==> src/rtl/regfile_scoreboard_if.sv <==
// Bundle of decode/writeback signals for the register file with scoreboard.
// The master side is the pipeline (or bench); the slave side is the register file.
interface regfile_scoreboard_if #(
    parameter int unsigned XLEN  = 32,
    parameter int unsigned NREGS = 32,
    parameter int unsigned NRD   = 2
);
    localparam int unsigned AW = $clog2(NREGS);

    logic [NRD*AW-1:0]     rs_addr;
    logic [NRD*XLEN-1:0]   rs_dout;
    logic [NRD-1:0]        rs_busy;
    logic                  issue_en;
    logic [AW-1:0]         issue_rd;
    logic                  wr_en;
    logic [AW-1:0]         wr_addr;
    logic [XLEN-1:0]       wr_data;
    logic                  is_ecall;
    logic                  is_halted;
    logic [NREGS*XLEN-1:0] print_reg;

    modport master (
        output rs_addr, issue_en, issue_rd, wr_en, wr_addr, wr_data, is_ecall,
        input  rs_dout, rs_busy, is_halted, print_reg
    );

    modport slave (
        input  rs_addr, issue_en, issue_rd, wr_en, wr_addr, wr_data, is_ecall,
        output rs_dout, rs_busy, is_halted, print_reg
    );
endinterface

==> src/rtl/regfile_scoreboard.sv <==
// Integer register file with NRD bypassed read ports, one write port,
// a pending-write scoreboard and sticky ECALL halt detection.
module regfile_scoreboard #(
    parameter int unsigned     XLEN      = 32,
    parameter int unsigned     NREGS     = 32,
    parameter int unsigned     NRD       = 2,
    parameter int unsigned     SP_IDX    = 2,
    parameter logic [XLEN-1:0] SP_INIT   = 'h2ffc,
    parameter int unsigned     HALT_IDX  = 17,
    parameter int unsigned     HALT_CODE = 10
) (
    input logic                  clk,
    input logic                  reset,
    regfile_scoreboard_if.slave  bus
);
    localparam int unsigned     AW       = $clog2(NREGS);
    localparam logic [AW-1:0]   HaltAddr = AW'(HALT_IDX);
    localparam logic [XLEN-1:0] HaltVal  = XLEN'(HALT_CODE);

    logic [XLEN-1:0]  rf_q [NREGS];
    logic [NREGS-1:0] busy_q, busy_d;
    logic             halted_q, halted_d;
    logic             wr_ok;
    logic [XLEN-1:0]  halt_chk;
    logic [AW-1:0]    rd_addr;

    assign wr_ok = bus.wr_en && !halted_q;

    // Register file array; x0 is never written so it stays at its reset value of 0.
    always_ff @(posedge clk or posedge reset) begin
        if (reset) begin
            for (int unsigned r = 0; r < NREGS; r++) begin
                rf_q[r] <= (r == SP_IDX) ? SP_INIT : '0;
            end
        end else if (wr_ok && bus.wr_addr != '0) begin
            rf_q[bus.wr_addr] <= bus.wr_data;
        end
    end

    // Issue beats a same-cycle write: the issuing instruction is the new producer.
    always_comb begin
        busy_d = busy_q;
        if (!halted_q) begin
            for (int unsigned r = 1; r < NREGS; r++) begin
                if (bus.issue_en && bus.issue_rd == AW'(r)) begin
                    busy_d[r] = 1'b1;
                end else if (bus.wr_en && bus.wr_addr == AW'(r)) begin
                    busy_d[r] = 1'b0;
                end
            end
        end
        busy_d[0] = 1'b0;
    end

    always_comb begin
        if (HaltAddr == '0) begin
            halt_chk = '0;
        end else if (wr_ok && bus.wr_addr == HaltAddr) begin
            halt_chk = bus.wr_data;
        end else begin
            halt_chk = rf_q[HaltAddr];
        end
        halted_d = halted_q | (bus.is_ecall && halt_chk == HaltVal);
    end

    always_ff @(posedge clk or posedge reset) begin
        if (reset) begin
            busy_q   <= '0;
            halted_q <= 1'b0;
        end else begin
            busy_q   <= busy_d;
            halted_q <= halted_d;
        end
    end

    // A write landing this cycle is forwarded, so it is neither stale data nor a hazard.
    always_comb begin
        bus.rs_dout = '0;
        bus.rs_busy = '0;
        rd_addr     = '0;
        for (int unsigned k = 0; k < NRD; k++) begin
            rd_addr = bus.rs_addr[k*AW +: AW];
            if (rd_addr == '0) begin
                bus.rs_dout[k*XLEN +: XLEN] = '0;
            end else if (wr_ok && bus.wr_addr == rd_addr) begin
                bus.rs_dout[k*XLEN +: XLEN] = bus.wr_data;
            end else begin
                bus.rs_dout[k*XLEN +: XLEN] = rf_q[rd_addr];
            end
            bus.rs_busy[k] = busy_q[rd_addr] && !(bus.wr_en && bus.wr_addr == rd_addr);
        end
    end

    always_comb begin
        bus.print_reg = '0;
        for (int unsigned r = 0; r < NREGS; r++) begin
            bus.print_reg[r*XLEN +: XLEN] = rf_q[r];
        end
    end

    assign bus.is_halted = halted_q;
endmodule

==> src/flat_wrapper.sv <==
// flat-port wrapper written by rule: the top's interface ports become plain ports
module regfile_scoreboard_flat 
#(
    parameter int unsigned     XLEN      = 32,
    parameter int unsigned     NREGS     = 32,
    parameter int unsigned     NRD       = 2,
    parameter int unsigned     SP_IDX    = 2,
    parameter logic [XLEN-1:0] SP_INIT   = 'h2ffc,
    parameter int unsigned     HALT_IDX  = 17,
    parameter int unsigned     HALT_CODE = 10
)
  (clk, reset, bus_rs_addr, bus_issue_en, bus_issue_rd, bus_wr_en, bus_wr_addr, bus_wr_data, bus_is_ecall, bus_rs_dout, bus_rs_busy, bus_is_halted, bus_print_reg);
  regfile_scoreboard_if #(.XLEN(XLEN), .NREGS(NREGS), .NRD(NRD)) bus_i ();
  input logic clk;
  input logic reset;
  input wire logic [$bits(bus_i.rs_addr)-1:0] bus_rs_addr;
  input wire logic [$bits(bus_i.issue_en)-1:0] bus_issue_en;
  input wire logic [$bits(bus_i.issue_rd)-1:0] bus_issue_rd;
  input wire logic [$bits(bus_i.wr_en)-1:0] bus_wr_en;
  input wire logic [$bits(bus_i.wr_addr)-1:0] bus_wr_addr;
  input wire logic [$bits(bus_i.wr_data)-1:0] bus_wr_data;
  input wire logic [$bits(bus_i.is_ecall)-1:0] bus_is_ecall;
  output wire logic [$bits(bus_i.rs_dout)-1:0] bus_rs_dout;
  output wire logic [$bits(bus_i.rs_busy)-1:0] bus_rs_busy;
  output wire logic [$bits(bus_i.is_halted)-1:0] bus_is_halted;
  output wire logic [$bits(bus_i.print_reg)-1:0] bus_print_reg;
  assign bus_i.rs_addr = bus_rs_addr;
  assign bus_i.issue_en = bus_issue_en;
  assign bus_i.issue_rd = bus_issue_rd;
  assign bus_i.wr_en = bus_wr_en;
  assign bus_i.wr_addr = bus_wr_addr;
  assign bus_i.wr_data = bus_wr_data;
  assign bus_i.is_ecall = bus_is_ecall;
  assign bus_rs_dout = bus_i.rs_dout;
  assign bus_rs_busy = bus_i.rs_busy;
  assign bus_is_halted = bus_i.is_halted;
  assign bus_print_reg = bus_i.print_reg;
  regfile_scoreboard #(.XLEN(XLEN), .NREGS(NREGS), .NRD(NRD), .SP_IDX(SP_IDX), .SP_INIT(SP_INIT), .HALT_IDX(HALT_IDX), .HALT_CODE(HALT_CODE)) u_core (.clk(clk), .reset(reset), .bus(bus_i));
endmodule
==> config.mk <==
export PLATFORM = sky130hd
export DESIGN_NAME = regfile_scoreboard_flat
export DESIGN_NICKNAME = d
export VERILOG_FILES = /design/src/rtl/regfile_scoreboard_if.sv /design/src/rtl/regfile_scoreboard.sv /design/src/flat_wrapper.sv
export SDC_FILE = /design/constraint.sdc
export NUM_CORES = 2
export LEC_CHECK = 0
export BUFFER_PORTS_ARGS = -buffer_cell sky130_fd_sc_hd__buf_2
export CAP_MARGIN = 10
export CORE_AREA = 2 2 445 447
export DETAILED_ROUTE_END_ITERATION = 6
export DIE_AREA = 0 0 447 449
export PLACE_DENSITY_LB_ADDON = 0.2
export SLEW_MARGIN = 20
export SYNTH_ARGS = -nofsm -noshare
export SYNTH_HDL_FRONTEND = slang
export SYNTH_SLANG_ARGS = --single-unit
==> constraint.sdc <==
create_clock -name clk -period 51.5 [get_ports clk]
set_input_delay 2.575 -clock clk [delete_from_list [all_inputs] [get_ports clk]]
set_output_delay 2.575 -clock clk [all_outputs]
set_load 0.02 [all_outputs]
==> results.toml <==
[place]
place_congestion = 0.8715
place_inst = 7628
hpwlAfterDp_um = 226300
pre_cts_ws_ns = 41.85
io_buffers = 1147

[clock_network]
clk_path_buf_depth = 3
clkTransAtPathRegs_ns = 0.06
cts_tree = "built"
post-cts-setup-buffers = 0
cts-resized-gates = 0
hold_buffers = 0
htree_levels = 4
insertion_delay_ns = 0.83
cts.sinks = 1056
cts_root_buf = "clkbuf_16"
cts_made_buffers = 135

[sta]
timing.hold.ws_ns = 0.4274
setup_ws_ns = 41.84
setup_tns_ns = 0
fin_crit_sh_pct = 18.75
rsz0062_at_grt = "no"
worstMarginPinSlew_ns = 1.221
relSlewSlack_pct = 18.59
skew_ns = 0.01930
fmax_mhz = 103.6
hold_viol = 0
slew_viol_final = 0
setup_viol = 0
fin_crit_ns = 9.655

[finish]
drive_gt1_share_pct = 55.95
final_cells = 7888
final_cell_mix = "1138 x buf_2, 1045 x dfrtp_1, 911 x mux2_2"
synthToLayoutAreaGrowth_pct = 22.44
largest_register_ffs = 1024
layout_commonest_cell = "buf_2"
fin_nets = 5182

[setup_path]
worst_path_max_delay_cell = "buf_4"
reg2reg_depth = 5
crit_top_cell = "buf_4"
critPathBufInv = 5
reg2reg_from = "u_core.bus.is_halted"
endpoint_kind = "primary output"
r2r_setup_slack_ns = 47.93
critical_path.cell_chain = "buf_8 > buf_4 > buf_4 > buf_4 > mux2i_1 > a22oi_1 > nand3_1 > nand3_1 > o22ai_1 > nor2_1 > buf_2"
startpoint_type = "input port"
cp_top_family = "buffers and inverters"
critical-path-max-stage-delay_ns = 0.85
cp.arrival_ns = 7.08
critPathMaxFanout = 49
reg2reg_to = "u_core.bus.print_reg[890]"
cp_data_required_time_ns = 48.92
crit_type = "input port to primary output"

[power_and_ir_drop]
cellLeakagePower_nw = 33.21
clkPwrFrac_pct = 32.0
p_per_area_nw_per_um2 = 45.15
finalPower_mw = 3.184
peakVddDrop_mv = 0.03174
p_int_mw = 1.970
netSwitchingFraction_pct = 38.13
combPwrFrac_pct = 30.3
power.share.sequential_pct = 37.7
power_switching_mw = 1.214

[yosys]
synth_cell_types = 73
synthArstFlopShare_pct = 100.0
synth_seq_area_share_pct = 45.91
ys.flop_type = "dfrtp_1"
post_synth.cell_area_avg_um2 = 13.81
ys_warn_count = 0
syn-cell-area_um2 = 57590
synth-seq-cells = 1056
synth_fp_nets = 4227
netlist_instances = 4170
synth-edff-count = 0

[global_route]
grt_antenna_before_repair = 39
grt_util_all_layers_pct = 32.10
grt_pass1_wl_um = 438100
grt_max_degree = 156
grt_overflow = 0
first_global_vias = 46150

[hold_path]
worstHoldStart = "u_core.bus.print_reg[4]"
hold_class = "flip-flop to flip-flop"
holdPathStages = 0
hold_end = "u_core.bus.print_reg[4]"

[detailed_routing]
vias = 46500
viasPerCell = 5.895
wl_per_cell_um = 41.77
routed_wl_um = 329500
drtPass1Iterations = 5
drc_errors = 0
drt_iter0_markers = 4690
ant_nets = 0

[die]
die_y_um = 449
fp.dieArea_um2 = 200700
die_w_um = 447
io_pins = 1148
rows = 163
initial_core_util_pct = 29.35
core-area_um2 = 196200

[run]
drv_cap = 0

[status]
status = "completed"
==> area by class of cell <==
| cell class | count | area, um2 |
|---|---|---|
| Timing Repair Buffer | 1278 | 6809 |
| Antenna cell | 18 | 45.04 |
| Fill cell | 19370 | 125700 |
| Multi-Input combinational cell | 2637 | 29150 |
| Clock inverter | 52 | 837.1 |
| Sequential cell | 1056 | 26440 |
| Inverter | 17 | 71.32 |
| Tap cell | 2640 | 3303 |
| Clock buffer | 190 | 3855 |
==> through the flow <==
stage	area, um2	utilization [%]
3_5_place_dp	65770	33.52
3_3_place_gp	65770	33.52
2_1_floorplan	57590	-
4_1_cts	70470	35.92
6_report	70510	35.94
5_1_grt	70490	35.93
==> worst max path at each step <==
stage | startpoint | end | depth (start not counted)
final | bus_rs_addr[0] | bus_rs_dout[0] | 11
after global routing | bus_rs_addr[0] | bus_rs_dout[0] | 11
after CTS | bus_rs_addr[0] | bus_rs_dout[0] | 11
after detailed placement | bus_rs_addr[0] | bus_rs_dout[0] | 11
after global placement | bus_rs_addr[0] | bus_rs_dout[0] | 11
after floorplan | reset | u_core.bus.is_halted | 1
==> layer usage <==
layer  GRT usage [%]  vias to the layer above  share of wire [%]
met5               0                        -             0.0073
met4           17.82                        6                6.2
met3           8.031                      714                8.1
met2           51.46                     2709                 47
met1           39.39                    25120                 38
li1                -                    17960                  -
==> synthesized netlist by cell type (6+ instances only) <==
cell	number	share of area, %
o211ai_1	6	0.078
a22o_1	14	0.21
buf_6	36	0.70
a22oi_1	189	2.5
buf_2	136	1.2
a31oi_1	8	0.087
mux4_2	386	15
dfstp_2	11	0.50
a21oi_1	98	0.85
buf_1	25	0.16
a211oi_1	13	0.17
o21ai_0	74	0.64
buf_4	45	0.59
o22ai_1	32	0.35
nand3_1	66	0.57
mux2i_1	294	5.1
nor2_1	72	0.47
dfrtp_1	1045	45
a221oi_1	18	0.27
nor3_1	36	0.31
mux2_1	36	0.70
a2111oi_0	6	0.091
nand4_1	11	0.12
nand2b_1	18	0.20
o31ai_1	6	0.078
xnor2_1	8	0.12
mux2_4	47	1.2
clkbuf_1	215	1.4
mux2_2	911	18
nand2_1	161	1.0
a211o_1	16	0.24
inv_1	16	0.10
nor4_1	22	0.24
nor2b_1	22	0.24
==> power groups by stage <==
| stage | registers [mW] | logic (mW) | clock network [mW] |
|---|---|---|---|
| finish | 1.20 | 0.965 | 1.02 |
| global route | 1.22 | 1.00 | 1.06 |
| CTS | 1.19 | 0.968 | 1.03 |
| detailed placement | 1.20 | 0.965 | 0 |
| global placement | 1.20 | 0.961 | 0 |
| floorplan | 1.32 | 0.400 | 0 |
==> cells by family after synthesis <==
group	count (synthesis)	share of synthesized area (%)
compound gates	511	6.025
xor+xnor	10	0.1521
buf+inv	477	4.226
flops	1056	45.91
mux	1674	39.95
simple gates	442	3.735
Note: power is estimated with default switching activity, not from simulation.
